`src/rtl/tagged_normalize.sv`:
```
`default_nettype none
`ifndef WIDTH
`define WIDTH 32
`endif
`ifndef Q_BITS
`define Q_BITS 16
`endif
// +--------------------------------------------------------------------------+
// | tagged_normalize: scales a tagged Q-format direction to unit length via  |
// | a bit-serial square root and one shared bit-serial divider.  Rev 1.0     |
// +--------------------------------------------------------------------------+
module tagged_normalize #(
  parameter int WIDTH    = `WIDTH,
  parameter int Q_BITS   = `Q_BITS,
  parameter int TAG_SIZE = 64
) (
  input  logic                          clk,
  input  logic                          rst_n,
  input  logic                          start,
  // {tag, x, y, z, pow.x, pow.y, pow.z}, MSB first
  input  logic [TAG_SIZE+6*WIDTH-1:0]   tdp_in,
  output logic                          ready,
  output logic                          valid,
  output logic                          zero_len,
  // {tag, x, y, z}, MSB first
  output logic [TAG_SIZE+3*WIDTH-1:0]   dir_out
);
  localparam int RADW = WIDTH + 2 + Q_BITS;
  localparam int R    = (RADW + 1) / 2;
  localparam int PADW = 2 * R;
  localparam int RW   = R + 4;
  localparam int DW   = WIDTH + Q_BITS;
  localparam int REMW = DW + 1;
  localparam int CW   = $clog2((WIDTH > R) ? WIDTH : R) + 1;
  localparam logic [WIDTH-1:0] ONE       = WIDTH'(1) << Q_BITS;
  localparam logic [CW-1:0]    SQRT_LAST = CW'(R - 1);
  localparam logic [CW-1:0]    DIV_LAST  = CW'(WIDTH - 1);

  localparam logic [2:0] S_IDLE  = 3'd0;
  localparam logic [2:0] S_SQRT  = 3'd1;
  localparam logic [2:0] S_DIV_X = 3'd2;
  localparam logic [2:0] S_DIV_Y = 3'd3;
  localparam logic [2:0] S_DIV_Z = 3'd4;
  localparam logic [2:0] S_DONE  = 3'd5;

  logic [2:0]                  state_q, state_d;
  logic [CW-1:0]               cnt_q, cnt_d;
  logic [TAG_SIZE-1:0]         tag_q, tag_d;
  logic [WIDTH-1:0]            x_q, x_d, y_q, y_d, z_q, z_d;
  logic [PADW-1:0]             rad_q, rad_d;
  logic [RW-1:0]               srem_q, srem_d;
  logic [R-1:0]                root_q, root_d, m_q, m_d;
  logic [REMW-1:0]             rem_q, rem_d;
  logic [WIDTH-1:0]            dvd_q, dvd_d, quo_q, quo_d;
  logic                        ovf_q, ovf_d, neg_q, neg_d;
  logic [WIDTH-1:0]            sx_q, sx_d, sy_q, sy_d, sz_q, sz_d;
  logic [TAG_SIZE+3*WIDTH-1:0] dir_q, dir_d;
  logic                        valid_q, valid_d, zl_q, zl_d;

  logic [TAG_SIZE-1:0] w_in_tag;
  logic [WIDTH-1:0]    w_in_x, w_in_y, w_in_z, w_pow_x, w_pow_y, w_pow_z;
  logic [WIDTH+1:0]    w_sum;
  assign {w_in_tag, w_in_x, w_in_y, w_in_z, w_pow_x, w_pow_y, w_pow_z} = tdp_in;
  assign w_sum = {2'b00, w_pow_x} + {2'b00, w_pow_y} + {2'b00, w_pow_z};

  logic w_sqrt_last, w_div_last;
  assign w_sqrt_last = (cnt_q == SQRT_LAST);
  assign w_div_last  = (cnt_q == DIV_LAST);

  // Non-restoring root step: the remainder sign picks add or subtract next cycle.
  logic [RW-1:0] w_srem_sh, w_srem_next, w_add, w_sub;
  logic [R-1:0]  w_root_next;
  assign w_srem_sh   = (srem_q << 2) | {{(RW-2){1'b0}}, rad_q[PADW-1 -: 2]};
  assign w_add       = {{(RW-R-2){1'b0}}, root_q, 2'b11};
  assign w_sub       = {{(RW-R-2){1'b0}}, root_q, 2'b01};
  assign w_srem_next = srem_q[RW-1] ? (w_srem_sh + w_add) : (w_srem_sh - w_sub);
  assign w_root_next = (root_q << 1) | {{(R-1){1'b0}}, ~w_srem_next[RW-1]};

  // Operand for the divider pass that starts on the current phase's last edge.
  logic [WIDTH-1:0] w_ld_c, w_ld_abs;
  logic [DW-1:0]    w_ld_dvd;
  assign w_ld_c   = (state_q == S_SQRT) ? x_q : ((state_q == S_DIV_X) ? y_q : z_q);
  assign w_ld_abs = w_ld_c[WIDTH-1] ? (-w_ld_c) : w_ld_c;
  assign w_ld_dvd = {w_ld_abs, {Q_BITS{1'b0}}};

  // Top Q_BITS of the dividend seed the remainder; if they already reach M the
  // quotient cannot fit WIDTH bits and is certainly above ONE.
  logic [REMW-1:0]  w_m_ext, w_rem_sh, w_rem_next;
  logic             w_ge, w_ovf_next;
  logic [WIDTH-1:0] w_quo_next, w_mag, w_res;
  assign w_m_ext    = {{(REMW-R){1'b0}}, m_q};
  assign w_rem_sh   = (rem_q << 1) | {{(REMW-1){1'b0}}, dvd_q[WIDTH-1]};
  assign w_ge       = (w_rem_sh >= w_m_ext);
  assign w_rem_next = w_ge ? (w_rem_sh - w_m_ext) : w_rem_sh;
  assign w_quo_next = (quo_q << 1) | {{(WIDTH-1){1'b0}}, w_ge};
  assign w_ovf_next = ovf_q | (rem_q >= w_m_ext);
  assign w_mag      = (w_ovf_next || (w_quo_next > ONE)) ? ONE : w_quo_next;
  assign w_res      = neg_q ? (-w_mag) : w_mag;

  always_ff @(posedge clk or negedge rst_n) begin
    if (!rst_n) state_q <= S_IDLE;
    else        state_q <= state_d;
  end

  always_comb begin
    state_d = state_q;
    case (state_q)
      S_IDLE:  if (start) state_d = S_SQRT;
      S_SQRT:  if (w_sqrt_last) state_d = (w_root_next == '0) ? S_DONE : S_DIV_X;
      S_DIV_X: if (w_div_last) state_d = S_DIV_Y;
      S_DIV_Y: if (w_div_last) state_d = S_DIV_Z;
      S_DIV_Z: if (w_div_last) state_d = S_DONE;
      S_DONE:  state_d = S_IDLE;
      default: state_d = S_IDLE;
    endcase
  end

  assign ready    = (state_q == S_IDLE);
  assign valid    = valid_q;
  assign zero_len = zl_q;
  assign dir_out  = dir_q;

  always_comb begin
    cnt_d = cnt_q;  tag_d = tag_q;  x_d = x_q;  y_d = y_q;  z_d = z_q;
    rad_d = rad_q;  srem_d = srem_q;  root_d = root_q;  m_d = m_q;
    rem_d = rem_q;  dvd_d = dvd_q;  quo_d = quo_q;  ovf_d = ovf_q;  neg_d = neg_q;
    sx_d = sx_q;  sy_d = sy_q;  sz_d = sz_q;  dir_d = dir_q;  zl_d = zl_q;
    valid_d = 1'b0;
    case (state_q)
      S_IDLE: if (start) begin
        tag_d  = w_in_tag;  x_d = w_in_x;  y_d = w_in_y;  z_d = w_in_z;
        rad_d  = PADW'({w_sum, {Q_BITS{1'b0}}});
        srem_d = '0;  root_d = '0;  cnt_d = '0;
        sx_d   = '0;  sy_d = '0;  sz_d = '0;
      end
      S_SQRT: begin
        rad_d  = rad_q << 2;
        srem_d = w_srem_next;
        root_d = w_root_next;
        cnt_d  = cnt_q + 1'b1;
        if (w_sqrt_last) begin
          m_d   = w_root_next;
          cnt_d = '0;
          rem_d = {{(REMW-Q_BITS){1'b0}}, w_ld_dvd[DW-1 -: Q_BITS]};
          dvd_d = w_ld_dvd[WIDTH-1:0];
          quo_d = '0;  ovf_d = 1'b0;  neg_d = w_ld_c[WIDTH-1];
        end
      end
      S_DIV_X, S_DIV_Y, S_DIV_Z: begin
        rem_d = w_rem_next;
        dvd_d = dvd_q << 1;
        quo_d = w_quo_next;
        ovf_d = w_ovf_next;
        cnt_d = cnt_q + 1'b1;
        if (w_div_last) begin
          if (state_q == S_DIV_X)      sx_d = w_res;
          else if (state_q == S_DIV_Y) sy_d = w_res;
          else                         sz_d = w_res;
          cnt_d = '0;
          rem_d = {{(REMW-Q_BITS){1'b0}}, w_ld_dvd[DW-1 -: Q_BITS]};
          dvd_d = w_ld_dvd[WIDTH-1:0];
          quo_d = '0;  ovf_d = 1'b0;  neg_d = w_ld_c[WIDTH-1];
        end
      end
      S_DONE: begin
        dir_d   = {tag_q, sx_q, sy_q, sz_q};
        zl_d    = (m_q == '0);
        valid_d = 1'b1;
      end
      default: ;
    endcase
  end

  always_ff @(posedge clk or negedge rst_n) begin
    if (!rst_n) begin
      cnt_q <= '0;  tag_q <= '0;  x_q <= '0;  y_q <= '0;  z_q <= '0;
      rad_q <= '0;  srem_q <= '0;  root_q <= '0;  m_q <= '0;
      rem_q <= '0;  dvd_q <= '0;  quo_q <= '0;  ovf_q <= 1'b0;  neg_q <= 1'b0;
      sx_q <= '0;  sy_q <= '0;  sz_q <= '0;
      dir_q <= '0;  valid_q <= 1'b0;  zl_q <= 1'b0;
    end else begin
      cnt_q <= cnt_d;  tag_q <= tag_d;  x_q <= x_d;  y_q <= y_d;  z_q <= z_d;
      rad_q <= rad_d;  srem_q <= srem_d;  root_q <= root_d;  m_q <= m_d;
      rem_q <= rem_d;  dvd_q <= dvd_d;  quo_q <= quo_d;  ovf_q <= ovf_d;  neg_q <= neg_d;
      sx_q <= sx_d;  sy_q <= sy_d;  sz_q <= sz_d;
      dir_q <= dir_d;  valid_q <= valid_d;  zl_q <= zl_d;
    end
  end
endmodule
`default_nettype wire

```
`config.mk`:
```
export PLATFORM = sky130hd
export DESIGN_NAME = tagged_normalize
export DESIGN_NICKNAME = d
export VERILOG_FILES = /design/src/rtl/tagged_normalize.sv
export SDC_FILE = /design/constraint.sdc
export NUM_CORES = 2
export LEC_CHECK = 0
export ABC_AREA = 1
export BUFFER_PORTS_ARGS = -buffer_cell sky130_fd_sc_hd__buf_2
export CORE_UTILIZATION = 30
export DETAILED_ROUTE_END_ITERATION = 8
export GPL_ROUTABILITY_DRIVEN = 0
export PLACE_DENSITY = 0.49
export SLEW_MARGIN = 5
export SYNTH_ARGS = -nofsm -noshare
export SYNTH_HDL_FRONTEND = slang
export SYNTH_SLANG_ARGS = --single-unit
```
`constraint.sdc`:
```
create_clock -name clk -period 4.8 [get_ports clk]
set_clock_uncertainty 0.15 [all_clocks]
set_input_delay 0.48 -clock clk [delete_from_list [all_inputs] [get_ports clk]]
set_output_delay 0.48 -clock clk [all_outputs]
set_load 0.005 [all_outputs]
```
==> qor.csv <==
stage,metric,value,unit
finish,layout-drive-gt1-share,14.52,%
sta,holdWs,0.2293,ns
cts,cts.sink_count,637,
flow_run,max_cap_violations,0,
power,total_power,0.02812,W
finish,fin_util,37.76,%
placement,io_buffers,421,
synth,avgSynthCellArea,8.162,um^2
power,clkPwrFrac,22.0,%
grt,grt_pass1_vias,28410,
synth,synth_ff_type,dfrtp_1,
drt,vias,28650,
sta,max_freq,240.7,MHz
cts,clock_latency,0.63,ns
cts,htreeDepth,3,
die,die-area,0.1120,mm^2
power,power.share.combinational,47.3,%
finish,syn2layout_area_growth,24.29,%
power,switching_share,43.55,%
die,start_util,30.38,%
cts,post_cts_buffers,0,
synth,yosys_warnings,0,
critical_path,crit_path_cell_trace,inv_1 > ha_1 > nand2_1 > inv_1 > nand2_1 > nor2_1 > nand2_1 > nor2_1 > a21oi_1 > nand4_1 > nand2_1 > nand2_4 > inv_2 > nand2_1 > ha_1 > nand2_1 > inv_1 > nand2_1 > nand2_1 > nand3_1 > nand3_1 > o21ai_1,
die,die_y,334.7,um
finish,final_common_cell,nand2_1,
sta,worst_slew_pin_slew,1.097,ns
grt,grt_usage,17.12,%
power,leakage,20.51,nW
sta,slew_headroom,26.88,%
drt,drcViolationCount,0,
sta,finalCritPeriodShare,86.56,%
die,ios,422,
synth,ys_ff_latch,637,
synth,synth_area,0.03321,mm^2
drt,dr.pass1.iters,5,
cts,cts_root_buf,clkbuf_16,
grt,grt.overflow.total,0,
cts,post_cts_resize_count,0,
drt,drt_iter0_drc,1713,
worst_hold_path,hp-class,input port to flop,
sta,hold_violations,0,
grt,grt_antenna_before_repair,0,
placement,placed_cells,5838,
synth,synthTopCellsByArea,"dfrtp_1, nand2_1, o21ai_0",
drt,routed_wl,96170,um
critical_path,critPathTopFamily,simple AND/OR/NAND/NOR gates,
critical_path,critPathKind,flop to flop,
drt,ant_nets,0,
finish,nFillCells,11390,
power,switching_power,0.01225,W
sta,period_needed,4.155,ns
cts,cts_buffer_depth,3,
synth,ys_types,59,
cts,cts_tree,yes,
sta,final_max_slew_viol_count,0,
critical_path,crit_path_max_fanout,22,
cts,cts_buffers,78,
status,status,finished clean,
synth,yosys.area.top_type,dfrtp_1,
critical_path,cp_slowest_stage_delay,0.42,ns
sta,rsz0062_at_grt,no,
die,chipWidth,334.7,um
finish,num-nets-final,5008,
sta,setup-violations-final,0,
synth,synth_seq_area_share,48.00,%
critical_path,crit_buf_inv,4,
die,row_count,121,
finish,fin_cells,6138,
critical_path,worstPathRequired,5.21,ns
critical_path,start_kind,flop,
power,power_per_cell_area,681.2,mW/mm^2
drt,viasPerCell,4.667,
critical_path,end_kind,flop,
grt,grt_pass1_wl,155900,um
synth,synth_fp_nets,4474,
placement,dp_hpwl,67090,um
synth,synth_edf_count,0,
drt,wire_per_inst,15.67,um
finish,antenna_cells,0,
power,peakVddDrop,362.9,uV
power,power_frac_seq,30.7,%
sta,tns,0,ns
synth,synth_top_area_share,48.00,%
die,fp.coreArea,0.1093,mm^2
critical_path,path_common_cell,nand2_1,
critical_path,worst_path_max_delay_cell,dfrtp_1,
critical_path,arrival,4.56,ns
grt,grt_max_degree,150,
cts,clk_pin_slew,0.06,ns
synth,ys_async_sr_fraction,100.0,%
power,p_int,0.01587,W
finish,layout_common_cells,"nand2_1, dfrtp_1, o21ai_0, buf_2, inv_1",
synth,synth_cells,4069,
cts,cts_hold_buf,161,
## power by group through the flow
stage	logic (W)	registers (W)	clock network, W
detailed placement	0.0132	0.00871	0
floorplan	0.00937	0.00844	0
global placement	0.0132	0.00867	0
finish	0.0133	0.00863	0.00620
global route	0.0152	0.00889	0.00662
CTS	0.0134	0.00863	0.00640
## registers in the layout (all words and copies together) (netlist names), 6 cells and up
signal / flops
dir_out: 160
tag_q: 64
rem_q: 49
rad_q: 34
sx_q: 32
sy_q: 32
sz_q: 32
x_q: 32
y_q: 32
z_q: 32
quo_q: 31
srem_q: 28
m_q: 25
root_q: 25
dvd_q: 16
cnt_q: 6
## cell type report
cell class | instances | area (um^2) | share of cell area [%]
Sequential cell | 637 | 15940 | 38.62
Multi-Input combinational cell | 2830 | 14970 | 36.27
Timing Repair Buffer | 629 | 4207 | 10.19
Inverter | 427 | 1610 | 3.901
Clock inverter | 35 | 503.0 | 1.219
Clock buffer | 104 | 2201 | 5.332
Tap cell | 1476 | 1847 | 4.474
## cells by family (layout without fill, tap and decap cells)
kind of cell	Yosys count	in the layout	share of synthesized area (%)
DFF	637	637	48.00
buffers and inverters	602	1195	7.049
xor gates and xnor gates	104	104	2.743
AOI/OAI and AO/OA	860	860	14.77
and+or+nand+nor	1720	1720	21.17
adders and majority gates	146	146	6.269
## path summary, 6_finish.rpt
| check | slack (ns) | cells after the start | from | end |
|---|---|---|---|---|
| setup / recovery | 0.65 | 22 | m_q[17] | sz_q[10] |
| hold / removal | 0.23 | 4 | tdp_in[64] | rad_q[16] |
| setup reg to reg | 0.65 | 22 | m_q[17] | sz_q[10] |
| hold reg to reg | 0.31 | 2 | dir_out[11] | dir_out[11] |
| max in group asynchronous | 2.82 | 3 | rst_n | tag_q[11] |
| min in group asynchronous | 0.41 | 2 | rst_n | dir_out[63] |
## worst min-delay path, stage by stage
cell	delay (ns)
buf_2	0.10
inv_1	0.06
fa_1	0.21
o22ai_1	0.10
## stage by stage
step / setup slack [ns] / cell area [um^2]
after floorplan: 1.308 / 33210
after global placement: 0.8301 / 36960
after detailed placement: 0.7395 / 36960
after CTS: 0.7275 / 41280
after global routing: 0.2745 / 41280
final: 0.6450 / 41280
## layer usage
| layer | part of all wire (%) | GRT usage [%] |
|---|---|---|
| met5 | 0 | 0 |
| met3 | 4.6 | 2.284 |
| met1 | 50 | 24.88 |
| met2 | 44 | 26.79 |
| met4 | 1.8 | 4.119 |
## synth_stat cells, types with 3 or more instances
library cell and instances:
a21boi_0 4, a21o_1 9, a21oi_1 190, a21oi_2 3
a221oi_1 4, a31oi_1 22, a31oi_2 12, a32o_1 5
buf_1 12, buf_2 14, buf_4 5, buf_6 6
clkbuf_1 138, dfrtp_1 637, fa_1 34, ha_1 112
inv_1 413, inv_2 13, nand2_1 1248, nand2_2 8
nand3_1 119, nand3_2 3, nand4_1 49, nand4_2 6
nor2_1 210, nor2_2 5, nor2_4 5, nor3_1 34
nor4_1 17, o211ai_1 47, o21a_1 8, o21ai_0 426
o21ai_1 21, o21bai_1 5, o221ai_1 13, o22ai_1 71
o31ai_1 4, or2_2 7, xnor2_1 51, xor2_1 53
No activity file was read; power rests on OpenSTA's default activity.
